$ cat config.mk
export PLATFORM = sky130hd
export DESIGN_NAME = ps2_btn_decoder
export DESIGN_NICKNAME = d
export VERILOG_FILES = /design/src/rtl/ps2_pkg.sv /design/src/rtl/ps2_rx.sv /design/src/rtl/ps2_btn_decoder.sv
export SDC_FILE = /design/constraint.sdc
export NUM_CORES = 1
export LEC_CHECK = 0
export ABC_AREA = 1
export ABC_CLOCK_PERIOD_IN_PS = 1500
export BUFFER_PORTS_ARGS = -buffer_cell sky130_fd_sc_hd__buf_2
export CAP_MARGIN = 15
export CORE_AREA = 2 2 81 83
export CTS_CLUSTER_SIZE = 20
export DETAILED_ROUTE_END_ITERATION = 12
export DIE_AREA = 0 0 83 85
export PLACE_DENSITY = 0.74
export SLEW_MARGIN = 20
export SYNTH_ARGS = -nofsm -noshare
export SYNTH_HDL_FRONTEND = slang
export SYNTH_SLANG_ARGS = --single-unit
$ cat constraint.sdc
create_clock -name clk -period 1.5 [get_ports clk]
set_input_delay 0.075 -clock clk [delete_from_list [all_inputs] [get_ports clk]]
set_output_delay 0.075 -clock clk [all_outputs]
set_load 0.1 [all_outputs]
$ cat src/rtl/ps2_pkg.sv
// Shared constants for the PS/2 direction-key front end: btnstate codes,
// prefix bytes, the scan-set-2 direction keys, and the key lookup helper.
package ps2_pkg;

    localparam logic [3:0] BTN_UP    = 4'b0000;
    localparam logic [3:0] BTN_DOWN  = 4'b0001;
    localparam logic [3:0] BTN_LEFT  = 4'b0010;
    localparam logic [3:0] BTN_RIGHT = 4'b0011;
    localparam logic [3:0] BTN_IDLE  = 4'b1111;

    localparam logic [7:0] SC_E0 = 8'hE0;
    localparam logic [7:0] SC_F0 = 8'hF0;

    localparam logic [7:0] SC_EXT_UP    = 8'h75;
    localparam logic [7:0] SC_EXT_DOWN  = 8'h72;
    localparam logic [7:0] SC_EXT_LEFT  = 8'h6B;
    localparam logic [7:0] SC_EXT_RIGHT = 8'h74;
    localparam logic [7:0] SC_W         = 8'h1D;
    localparam logic [7:0] SC_S         = 8'h1B;
    localparam logic [7:0] SC_A         = 8'h1C;
    localparam logic [7:0] SC_D         = 8'h23;

    // Direction index doubles as the key_held bit position.
    typedef enum logic [1:0] {
        DIR_UP    = 2'd0,
        DIR_DOWN  = 2'd1,
        DIR_LEFT  = 2'd2,
        DIR_RIGHT = 2'd3
    } dir_e;

    typedef struct packed {
        logic hit;
        dir_e dir;
    } key_lookup_t;

    function automatic key_lookup_t lookup_key(input logic ext, input logic [7:0] code);
        key_lookup_t r;
        r.hit = 1'b1;
        r.dir = DIR_UP;
        if (ext) begin
            case (code)
                SC_EXT_UP:    r.dir = DIR_UP;
                SC_EXT_DOWN:  r.dir = DIR_DOWN;
                SC_EXT_LEFT:  r.dir = DIR_LEFT;
                SC_EXT_RIGHT: r.dir = DIR_RIGHT;
                default:      r.hit = 1'b0;
            endcase
        end else begin
            case (code)
                SC_W:    r.dir = DIR_UP;
                SC_S:    r.dir = DIR_DOWN;
                SC_A:    r.dir = DIR_LEFT;
                SC_D:    r.dir = DIR_RIGHT;
                default: r.hit = 1'b0;
            endcase
        end
        return r;
    endfunction

    function automatic logic [3:0] dir_code(input dir_e d);
        logic [3:0] c;
        case (d)
            DIR_UP:    c = BTN_UP;
            DIR_DOWN:  c = BTN_DOWN;
            DIR_LEFT:  c = BTN_LEFT;
            default:   c = BTN_RIGHT;
        endcase
        return c;
    endfunction

endpackage

$ cat src/rtl/ps2_rx.sv
// PS/2 byte receiver: line synchronizers, ps2_clk glitch filter, 11-bit frame
// capture with odd-parity/stop check and a mid-frame inactivity timeout.
module ps2_rx
    import ps2_pkg::*;
#(
    parameter int FILTER_LEN  = 8,
    parameter int TIMEOUT_CYC = 100000
) (
    input  logic       clk_i,
    input  logic       rst_i,
    input  logic       ps2_clk_i,
    input  logic       ps2_data_i,
    output logic       rx_valid_o,
    output logic [7:0] rx_byte_o,
    output logic       frame_err_o
);

    localparam int FW = $clog2(FILTER_LEN + 1);
    localparam int TW = $clog2(TIMEOUT_CYC + 1);

    logic [1:0]    clk_sync_q;
    logic [1:0]    data_sync_q;
    logic          flt_level_q, flt_level_d;
    logic [FW-1:0] flt_cnt_q, flt_cnt_d;
    logic          fall_edge;
    logic          ps2c;
    logic          ps2d;

    logic [3:0]    bit_q, bit_d;
    logic [7:0]    shift_q, shift_d;
    logic          par_q, par_d;
    logic [TW-1:0] tmo_q, tmo_d;
    logic          valid_q, valid_d;
    logic [7:0]    byte_q, byte_d;
    logic          err_q, err_d;

    assign ps2c = clk_sync_q[1];
    assign ps2d = data_sync_q[1];

    // A level change is accepted only after FILTER_LEN consecutive samples of the new level.
    always_comb begin
        flt_level_d = flt_level_q;
        flt_cnt_d   = '0;
        fall_edge   = 1'b0;
        if (ps2c != flt_level_q) begin
            if (flt_cnt_q == FW'(FILTER_LEN - 1)) begin
                flt_level_d = ps2c;
                fall_edge   = ~ps2c;
            end else begin
                flt_cnt_d = flt_cnt_q + 1'b1;
            end
        end
    end

    always_comb begin
        bit_d   = bit_q;
        shift_d = shift_q;
        par_d   = par_q;
        tmo_d   = tmo_q;
        valid_d = 1'b0;
        byte_d  = byte_q;
        err_d   = 1'b0;
        if (fall_edge) begin
            tmo_d = TW'(TIMEOUT_CYC - 1);
            if (bit_q == 4'd0) begin
                if (!ps2d) begin
                    bit_d = 4'd1;
                end
            end else if (bit_q <= 4'd8) begin
                shift_d = {ps2d, shift_q[7:1]};
                bit_d   = bit_q + 4'd1;
            end else if (bit_q == 4'd9) begin
                par_d = ps2d;
                bit_d = 4'd10;
            end else begin
                bit_d = 4'd0;
                if ((^{shift_q, par_q}) && ps2d) begin
                    valid_d = 1'b1;
                    byte_d  = shift_q;
                end else begin
                    err_d = 1'b1;
                end
            end
        end else if (bit_q != 4'd0) begin
            if (tmo_q == '0) begin
                bit_d = 4'd0;
                err_d = 1'b1;
            end else begin
                tmo_d = tmo_q - 1'b1;
            end
        end
    end

    always_ff @(posedge clk_i) begin
        if (rst_i) begin
            clk_sync_q  <= 2'b11;
            data_sync_q <= 2'b11;
            flt_level_q <= 1'b1;
            flt_cnt_q   <= '0;
            bit_q       <= 4'd0;
            shift_q     <= 8'h00;
            par_q       <= 1'b0;
            tmo_q       <= '0;
            valid_q     <= 1'b0;
            byte_q      <= 8'h00;
            err_q       <= 1'b0;
        end else begin
            clk_sync_q  <= {clk_sync_q[0], ps2_clk_i};
            data_sync_q <= {data_sync_q[0], ps2_data_i};
            flt_level_q <= flt_level_d;
            flt_cnt_q   <= flt_cnt_d;
            bit_q       <= bit_d;
            shift_q     <= shift_d;
            par_q       <= par_d;
            tmo_q       <= tmo_d;
            valid_q     <= valid_d;
            byte_q      <= byte_d;
            err_q       <= err_d;
        end
    end

    assign rx_valid_o  = valid_q;
    assign rx_byte_o   = byte_q;
    assign frame_err_o = err_q;

endmodule

$ cat src/rtl/ps2_btn_decoder.sv
// PS/2 direction-key decoder: prefix FSM over received bytes, held-key mask,
// last-pressed direction and the registered btnstate level.
//   state      | meaning
//   ST_IDLE    | no prefix pending; next byte is a normal make code
//   ST_EXT     | E0 seen; next byte is an extended make code
//   ST_BRK     | F0 seen; next byte is a normal break code
//   ST_EXT_BRK | E0 F0 seen; next byte is an extended break code
module ps2_btn_decoder
    import ps2_pkg::*;
#(
    parameter int         FILTER_LEN  = 8,
    parameter int         TIMEOUT_CYC = 100000,
    parameter logic [3:0] IDLE_CODE   = BTN_IDLE
) (
    input  logic       clk,
    input  logic       rst,
    input  logic       ps2_clk,
    input  logic       ps2_data,
    output logic [3:0] btnstate,
    output logic [3:0] key_held,
    output logic       rx_valid,
    output logic [7:0] rx_byte,
    output logic       frame_err
);

    localparam logic [1:0] ST_IDLE    = 2'd0;
    localparam logic [1:0] ST_EXT     = 2'd1;
    localparam logic [1:0] ST_BRK     = 2'd2;
    localparam logic [1:0] ST_EXT_BRK = 2'd3;

    logic [1:0]  state_q, state_d;
    logic [3:0]  held_q, held_d;
    dir_e        last_dir_q, last_dir_d;
    logic [3:0]  btn_q, btn_d;
    key_lookup_t key;
    logic        is_ext;
    logic        is_brk;

    ps2_rx #(
        .FILTER_LEN  (FILTER_LEN),
        .TIMEOUT_CYC (TIMEOUT_CYC)
    ) u_rx (
        .clk_i       (clk),
        .rst_i       (rst),
        .ps2_clk_i   (ps2_clk),
        .ps2_data_i  (ps2_data),
        .rx_valid_o  (rx_valid),
        .rx_byte_o   (rx_byte),
        .frame_err_o (frame_err)
    );

    assign is_ext = (state_q == ST_EXT) || (state_q == ST_EXT_BRK);
    assign is_brk = (state_q == ST_BRK) || (state_q == ST_EXT_BRK);
    assign key    = lookup_key(is_ext, rx_byte);

    always_comb begin
        state_d    = state_q;
        held_d     = held_q;
        last_dir_d = last_dir_q;
        if (rx_valid) begin
            if (rx_byte == SC_E0) begin
                if (state_q == ST_IDLE) begin
                    state_d = ST_EXT;
                end
            end else if (rx_byte == SC_F0) begin
                if (state_q == ST_IDLE) begin
                    state_d = ST_BRK;
                end else if (state_q == ST_EXT) begin
                    state_d = ST_EXT_BRK;
                end
            end else begin
                state_d = ST_IDLE;
                if (key.hit) begin
                    if (is_brk) begin
                        held_d[key.dir] = 1'b0;
                    end else begin
                        held_d[key.dir] = 1'b1;
                        last_dir_d      = key.dir;
                    end
                end
            end
        end
    end

    // Most recent press wins while held; otherwise fixed priority up > down > left > right.
    always_comb begin
        btn_d = IDLE_CODE;
        if (held_q[last_dir_q]) begin
            btn_d = dir_code(last_dir_q);
        end else if (held_q[DIR_UP]) begin
            btn_d = BTN_UP;
        end else if (held_q[DIR_DOWN]) begin
            btn_d = BTN_DOWN;
        end else if (held_q[DIR_LEFT]) begin
            btn_d = BTN_LEFT;
        end else if (held_q[DIR_RIGHT]) begin
            btn_d = BTN_RIGHT;
        end
    end

    always_ff @(posedge clk) begin
        if (rst) begin
            state_q    <= ST_IDLE;
            held_q     <= 4'b0000;
            last_dir_q <= DIR_UP;
            btn_q      <= IDLE_CODE;
        end else begin
            state_q    <= state_d;
            held_q     <= held_d;
            last_dir_q <= last_dir_d;
            btn_q      <= btn_d;
        end
    end

    assign btnstate = btn_q;
    assign key_held = held_q;

endmodule

==> results.toml, run 1 <==
[global_route]
globalRouteTotalUtil = 0.224
antenna_found_initial = 0
grt_max_degree = 30
grt_pass1_vias = 3094
grt_pass1_wl_um = 12900
overflow = 0

[worst_setup_path]
end_kind = "flop"
path_class = "reg2reg"
worstSetupStartpointType = "flop"
required_ns = 1.77
worst-path-max-fanout = 7
critical_path_arrival_ns = 1.79

[timing]
max_freq_mhz = 655
fin_worst_skew_ns = 0.00801
hold_viol = 0
finalSetupViolCount = 3
setup_ws_ns = -0.0259
maxSlewViolCount = 0
max-slew-margin-rel = 0.676
worst_pin_slew_ns = 0.489
rsz0062_at_grt = "yes"
min_period_over_period = 1.02
finalSetupTns_ns = -0.0420
fin_crit_ns = 1.53
holdWs_ns = 0.0211

[synthesis]
async_reset_ff_frac = 0
synthFlopType = "dfxtp_1"
syn_area_mm2 = 0.00327
yosys.area.top_type = "dfxtp_1"
netlist_top_cells_area = "dfxtp_1 (37%), nand2_1 (15%), nor2_1 (8.4%)"
synthDistinctLibCells = 39
avgSynthCellArea_um2 = 6.61
syn_inst = 494
synth_top_area_frac = 0.368
syn_nets = 503
ys_seq_area_frac = 0.368
synth_edf_count = 0
yosysWarnings = 0
ys_ff_latch = 60

[floorplan]
die_h_um = 85
num_io_pins = 22
die_area_mm2 = 0.00706
num_rows = 29
initial_utilization = 0.526
dieWidth_um = 83
core_mm2 = 0.00620

[clocking]
clk_pin_slew_ns = 0.07
clkSinkCount = 60
htree_levels = 3
cts_tree = "yes"
clk_path_buf_depth = 2
cts_buffers = 9
cts-root-buf = "clkbuf_8"
clk_latency_ns = 0.34

[routing]
post_drt_wl_per_cell_um = 12.8
viasPerCell = 5.22
routed_wl_um = 8300
first_iter_violations = 154
ant_nets = 0
vias = 3382
dr.pass1.iters = 4
drc = 0

[pwr]
p_switching_mw = 0.754
power_density_mw_per_mm2 = 721
power.clock.fraction = 0.459
peakVddDrop_mv = 0.742
p_int_mw = 2.49
p_leak_nw = 2.10
seqPwrFrac = 0.490
p_sw_frac = 0.232
combPwrFrac = 0.052

[run]
maxCapViolations = 0

[layout]
final_layout_size_suffix_gt1_frac = 0.413
regArea_mm2 = 0.00126
mostFrequentLayoutCells = "nand2_1 (103), nor2_1 (49), buf_4 (41)"
finalNetCount = 575
final_area_mm2 = 0.00450
antenna_cells = 0
final_cells = 648
final_common_cell = "nand2_1"
multi_input_area_mm2 = 0.00214
area_growth_pct = 37.9
fillers = 501

[place]
dp_hpwl_um = 5280
port_buffers = 21
place_area_mm2 = 0.00369
place_congestion = 0.906
dp_worst_setup_slack_ns = -0.107
post-place-cells = 605

[hold_path]
worstHoldPathType = "in2reg"

[run_status]
violations = "setup timing"
status = "finished, violations left"
## stage by stage
stage	util	power, mW
global placement	0.594	1.77
floorplan	-	1.72
detailed placement	0.594	1.77
CTS	0.652	3.25
global route	0.726	3.36
finish	0.726	3.25
## routing by layer
metal | up-vias | wire length, um | part of all wire | global-route usage
li1 | 1729 | - | - | -
met1 | 1565 | 3450 | 0.42 | 0.250
met2 | 76 | 4420 | 0.53 | 0.406
met3 | 12 | 296 | 0.036 | 0.0564
met4 | 0 | 136 | 0.016 | 0.0909
met5 | - | 0 | 0 | 0
## layout make-up
class	count	share of cell area
well taps	77	0.0214
clock buffers	11	0.0336
flip-flops and latches	60	0.281
repair buffers	71	0.120
clock inverters	5	0.0111
multi-input cells	359	0.475
inverters	65	0.0586
## power by group through the flow
| stage | combinational, mW | sequential (mW) | clock (mW) |
|---|---|---|---|
| floorplan | 0.0792 | 1.64 | 0 |
| global placement | 0.141 | 1.63 | 0 |
| detailed placement | 0.143 | 1.63 | 0 |
| CTS | 0.155 | 1.59 | 1.50 |
| global route | 0.183 | 1.59 | 1.59 |
| finish | 0.167 | 1.59 | 1.49 |
## cell families after synthesis
| logic type | synth area share |
|---|---|
| xor gates and xnor gates | 0.0215 |
| adders and majority gates | 0.0192 |
| AOI/OAI and AO/OA | 0.125 |
| and+or+nand+nor | 0.372 |
| buffers and inverters | 0.0954 |
| DFF | 0.368 |
## flip-flops by register name (all words and copies together) (netlist names), 3 cells and up, named ones only
signal,cells
u_rx.bit_q,4
u_rx.tmo_q,17
u_rx.rx_byte_o,8
u_rx.shift_q,8
u_rx.flt_cnt_q,4
btnstate,3
## final timing paths
kind                      startpoint                 end  slack, ns  depth (start not counted)
hold / removal                   rst       u_rx.bit_q[2]       0.02                          2
setup / recovery       u_rx.tmo_q[0]       u_rx.tmo_q[5]      -0.03                         11
hold reg to reg   u_rx.clk_sync_q[0]  u_rx.clk_sync_q[1]       0.42                          1
setup reg to reg       u_rx.tmo_q[0]       u_rx.tmo_q[5]      -0.03                         11
## cells in the mapped netlist, types with 2 or more instances
cell type / number
clkbuf_1: 3
ha_1: 5
o21ai_1: 8
o21ai_0: 19
buf_6: 3
nand2_1: 129
a21oi_1: 29
a21oi_2: 2
nand3b_1: 4
or2_2: 5
inv_2: 7
nand2_2: 4
a31oi_1: 4
nand4_1: 14
o21ai_2: 2
nor2_1: 73
xnor2_1: 3
dfxtp_1: 60
nor3_1: 4
inv_1: 57
o211ai_1: 4
xor2_1: 5
nor2_2: 5
nand3_1: 29
buf_1: 2
## what timing repair did
action,4_1_cts,5_1_grt
hold buffers,2,0
pin swaps,7,59
buffers inserted,6,19
endpoints found under the setup margin,31,45
endpoints found under the hold margin,2,0
resized for setup,30,106
## worst max-delay path, stage by stage, from the launching register on
cell     delay (ns)
dfxtp_2        0.33
inv_4          0.08
ha_4           0.15
nand3_4        0.09
nor2_4         0.14
nand3_2        0.10
nand2_4        0.12
buf_6          0.15
nor2_4         0.05
nand2_1        0.06
nand2_1        0.04
a21oi_1        0.13
(Power assumes the default switching activity.)
==> inputs of run 2 (changes only) <==
==> constraint.sdc (replaced) <==
create_clock -name clk -period 1.5 [get_ports clk]
set_input_delay 0.3 -clock clk [delete_from_list [all_inputs] [get_ports clk]]
set_output_delay 0.3 -clock clk [all_outputs]
set_load 0.1 [all_outputs]
==> run 2 against run 1 <==
Via count grew 1.6%. Critical path depth shrank 1. Cell count grew 0.15%. Critical endpoint is now u_rx.tmo_q[12]. Largest cell class unchanged. Flip-flop and latch count is the same. Core utilization grew 0.22 points. Clock power grew 3%. Global-route usage grew 0.25 points. Routed wire length grew 4.0%. Die area is the same. The flow still finishes with violations (setup timing). Setup slack lost 0.0030 ns. Register-to-register slack is essentially flat.
==> results.toml, run 2 (synthesis gave the netlist of run 1 again) <==
[worst_setup_path]
crit_cells = 10
worstPathCellList = "inv_2, ha_4, nand3_4, nor2_4, nand3_2, nand2_4, buf_6, nor3_2, xnor2_1, nor2_1"
path_class = "reg2reg"
end_kind = "flop"
slowest_delay_ns = 0.33
r2r.worst_path.cells = 10
worst-path-max-fanout = 4
cp-startpoint = "u_rx.tmo_q[1]"
slowest_stage = "dfxtp_2"
critical_path_arrival_ns = 1.76
rrSetupSlack_ns = -0.03
r2r_end = "u_rx.tmo_q[12]"
required_ns = 1.74
crit_end = "u_rx.tmo_q[12]"
worstSetupStartpointType = "flop"
crit_family = "simple AND/OR/NAND/NOR gates"
cp_num_buf_inv = 2
r2r-start = "u_rx.tmo_q[1]"

[routing]
ant_nets = 0
dr.pass1.iters = 5
drc = 0
viasPerCell = 5.29
routed_wl_um = 8640
vias = 3436
first_iter_violations = 154
post_drt_wl_per_cell_um = 13.3

[timing]
setup_ws_ns = -0.0288
min_period_over_period = 1.02
worst_pin_slew_ns = 0.498
finalSetupViolCount = 7
hold_viol = 0
fin_worst_skew_ns = 0.00918
max_freq_mhz = 654
finalSetupTns_ns = -0.0896
fin_crit_ns = 1.53
max-slew-margin-rel = 0.670
holdWs_ns = 0.141
rsz0062_at_grt = "yes"
maxSlewViolCount = 0

[place]
port_buffers = 21
dp_hpwl_um = 5170
dp_worst_setup_slack_ns = -0.0459
post-place-cells = 607
place_congestion = 0.896

[layout]
largest_register_ffs = 17
mostFrequentLayoutCells = "nand2_1 (103), nor2_1 (47), buf_4 (39)"
final_cells = 649
top_register = "u_rx.tmo_q"
final_common_cell = "nand2_1"
finalNetCount = 576
antenna_cells = 0
area_growth_pct = 38.3
final_layout_size_suffix_gt1_frac = 0.434
fillers = 480

[clocking]
hold_buffers = 0
clk_latency_ns = 0.35
clk_pin_slew_ns = 0.07
clkSinkCount = 60
cts_tree = "yes"
cts_buffers = 9
clk_path_buf_depth = 2
htree_levels = 3
cts-root-buf = "clkbuf_8"

[pwr]
finalPower_mw = 3.30
peakVddDrop_mv = 0.630
p_leak_nw = 2.11
power_density_mw_per_mm2 = 730

[floorplan]
num_io_pins = 22
core_mm2 = 0.00620
dieWidth_um = 83
initial_utilization = 0.526
die_area_mm2 = 0.00706
num_rows = 29
die_h_um = 85

[global_route]
overflow = 0
grt_pass1_vias = 3111
grt_pass1_wl_um = 13200
antenna_found_initial = 0
globalRouteTotalUtil = 0.226
grt_max_degree = 32

[run_status]
violations = "setup timing"
status = "finished, violations left"

[hold_path]
worstHoldPathType = "in2reg"
min_path_cells = 2

[run]
maxCapViolations = 0
## run 2: cell types whose count changed in the layout (fill, tap and decap cells not counted), sizes merged
cell,delta
buf,+3
clkbuf,+1
clkinv,-1
dlygate4sd3,-2
## run 2: area by class of cell
type,count,area [um2],area share
clock buffers,12,166,0.0369
clock inverters,4,45.0,0.00998
inverters,65,264,0.0585
multi-input cells,359,2120,0.470
flip-flops and latches,60,1270,0.281
well taps,77,96.3,0.0213
repair buffers,72,551,0.122
## run 2: stage by stage
step           utilization  area (um2)
6_report             0.728        4520
5_1_grt              0.728        4520
4_1_cts              0.656        4070
3_5_place_dp         0.597        3700
3_3_place_gp         0.597        3700
2_1_floorplan            -        3350
## run 2: repair_timing
item / CTS / global route
resized for setup: 25 / 124
cloned: 1 / 0
setup endpoints to repair: 25 / 44
pin swaps: 8 / 58
setup buffers: 8 / 18
## run 2: how the worst min path moves through the flow
stage	from	to	slack, ns
after floorplan	u_rx.clk_sync_q[0]	u_rx.clk_sync_q[1]	0.39
after global placement	u_rx.clk_sync_q[0]	u_rx.clk_sync_q[1]	0.39
after detailed placement	u_rx.clk_sync_q[0]	u_rx.clk_sync_q[1]	0.40
after CTS	ps2_clk	u_rx.clk_sync_q[0]	0.13
after global routing	ps2_clk	u_rx.clk_sync_q[0]	0.15
final	ps2_clk	u_rx.clk_sync_q[0]	0.14
## run 2: routing by layer
| layer | up-vias | share of wire | global-route usage | wire [um] |
|---|---|---|---|---|
| met5 | - | 0 | 0 | 0 |
| met4 | 0 | 0.028 | 0.109 | 240 |
| met3 | 23 | 0.041 | 0.0535 | 356 |
| met2 | 85 | 0.50 | 0.386 | 4340 |
| met1 | 1593 | 0.43 | 0.268 | 3700 |
| li1 | 1735 | - | - | - |
## run 2: power by group
| group | switching [mW] | internal, mW |
|---|---|---|
| Clock | 0.635 | 0.905 |
| Sequential | 0.00557 | 1.58 |
| Combinational | 0.107 | 0.0604 |
| Total | 0.747 | 2.55 |
## run 2: worst reg2reg max path, stage by stage (launching register included)
cell	delay [ns]
dfxtp_2	0.33
inv_2	0.09
ha_4	0.16
nand3_4	0.07
nor2_4	0.13
nand3_2	0.11
nand2_4	0.11
buf_6	0.11
nor3_2	0.04
xnor2_1	0.21
nor2_1	0.06
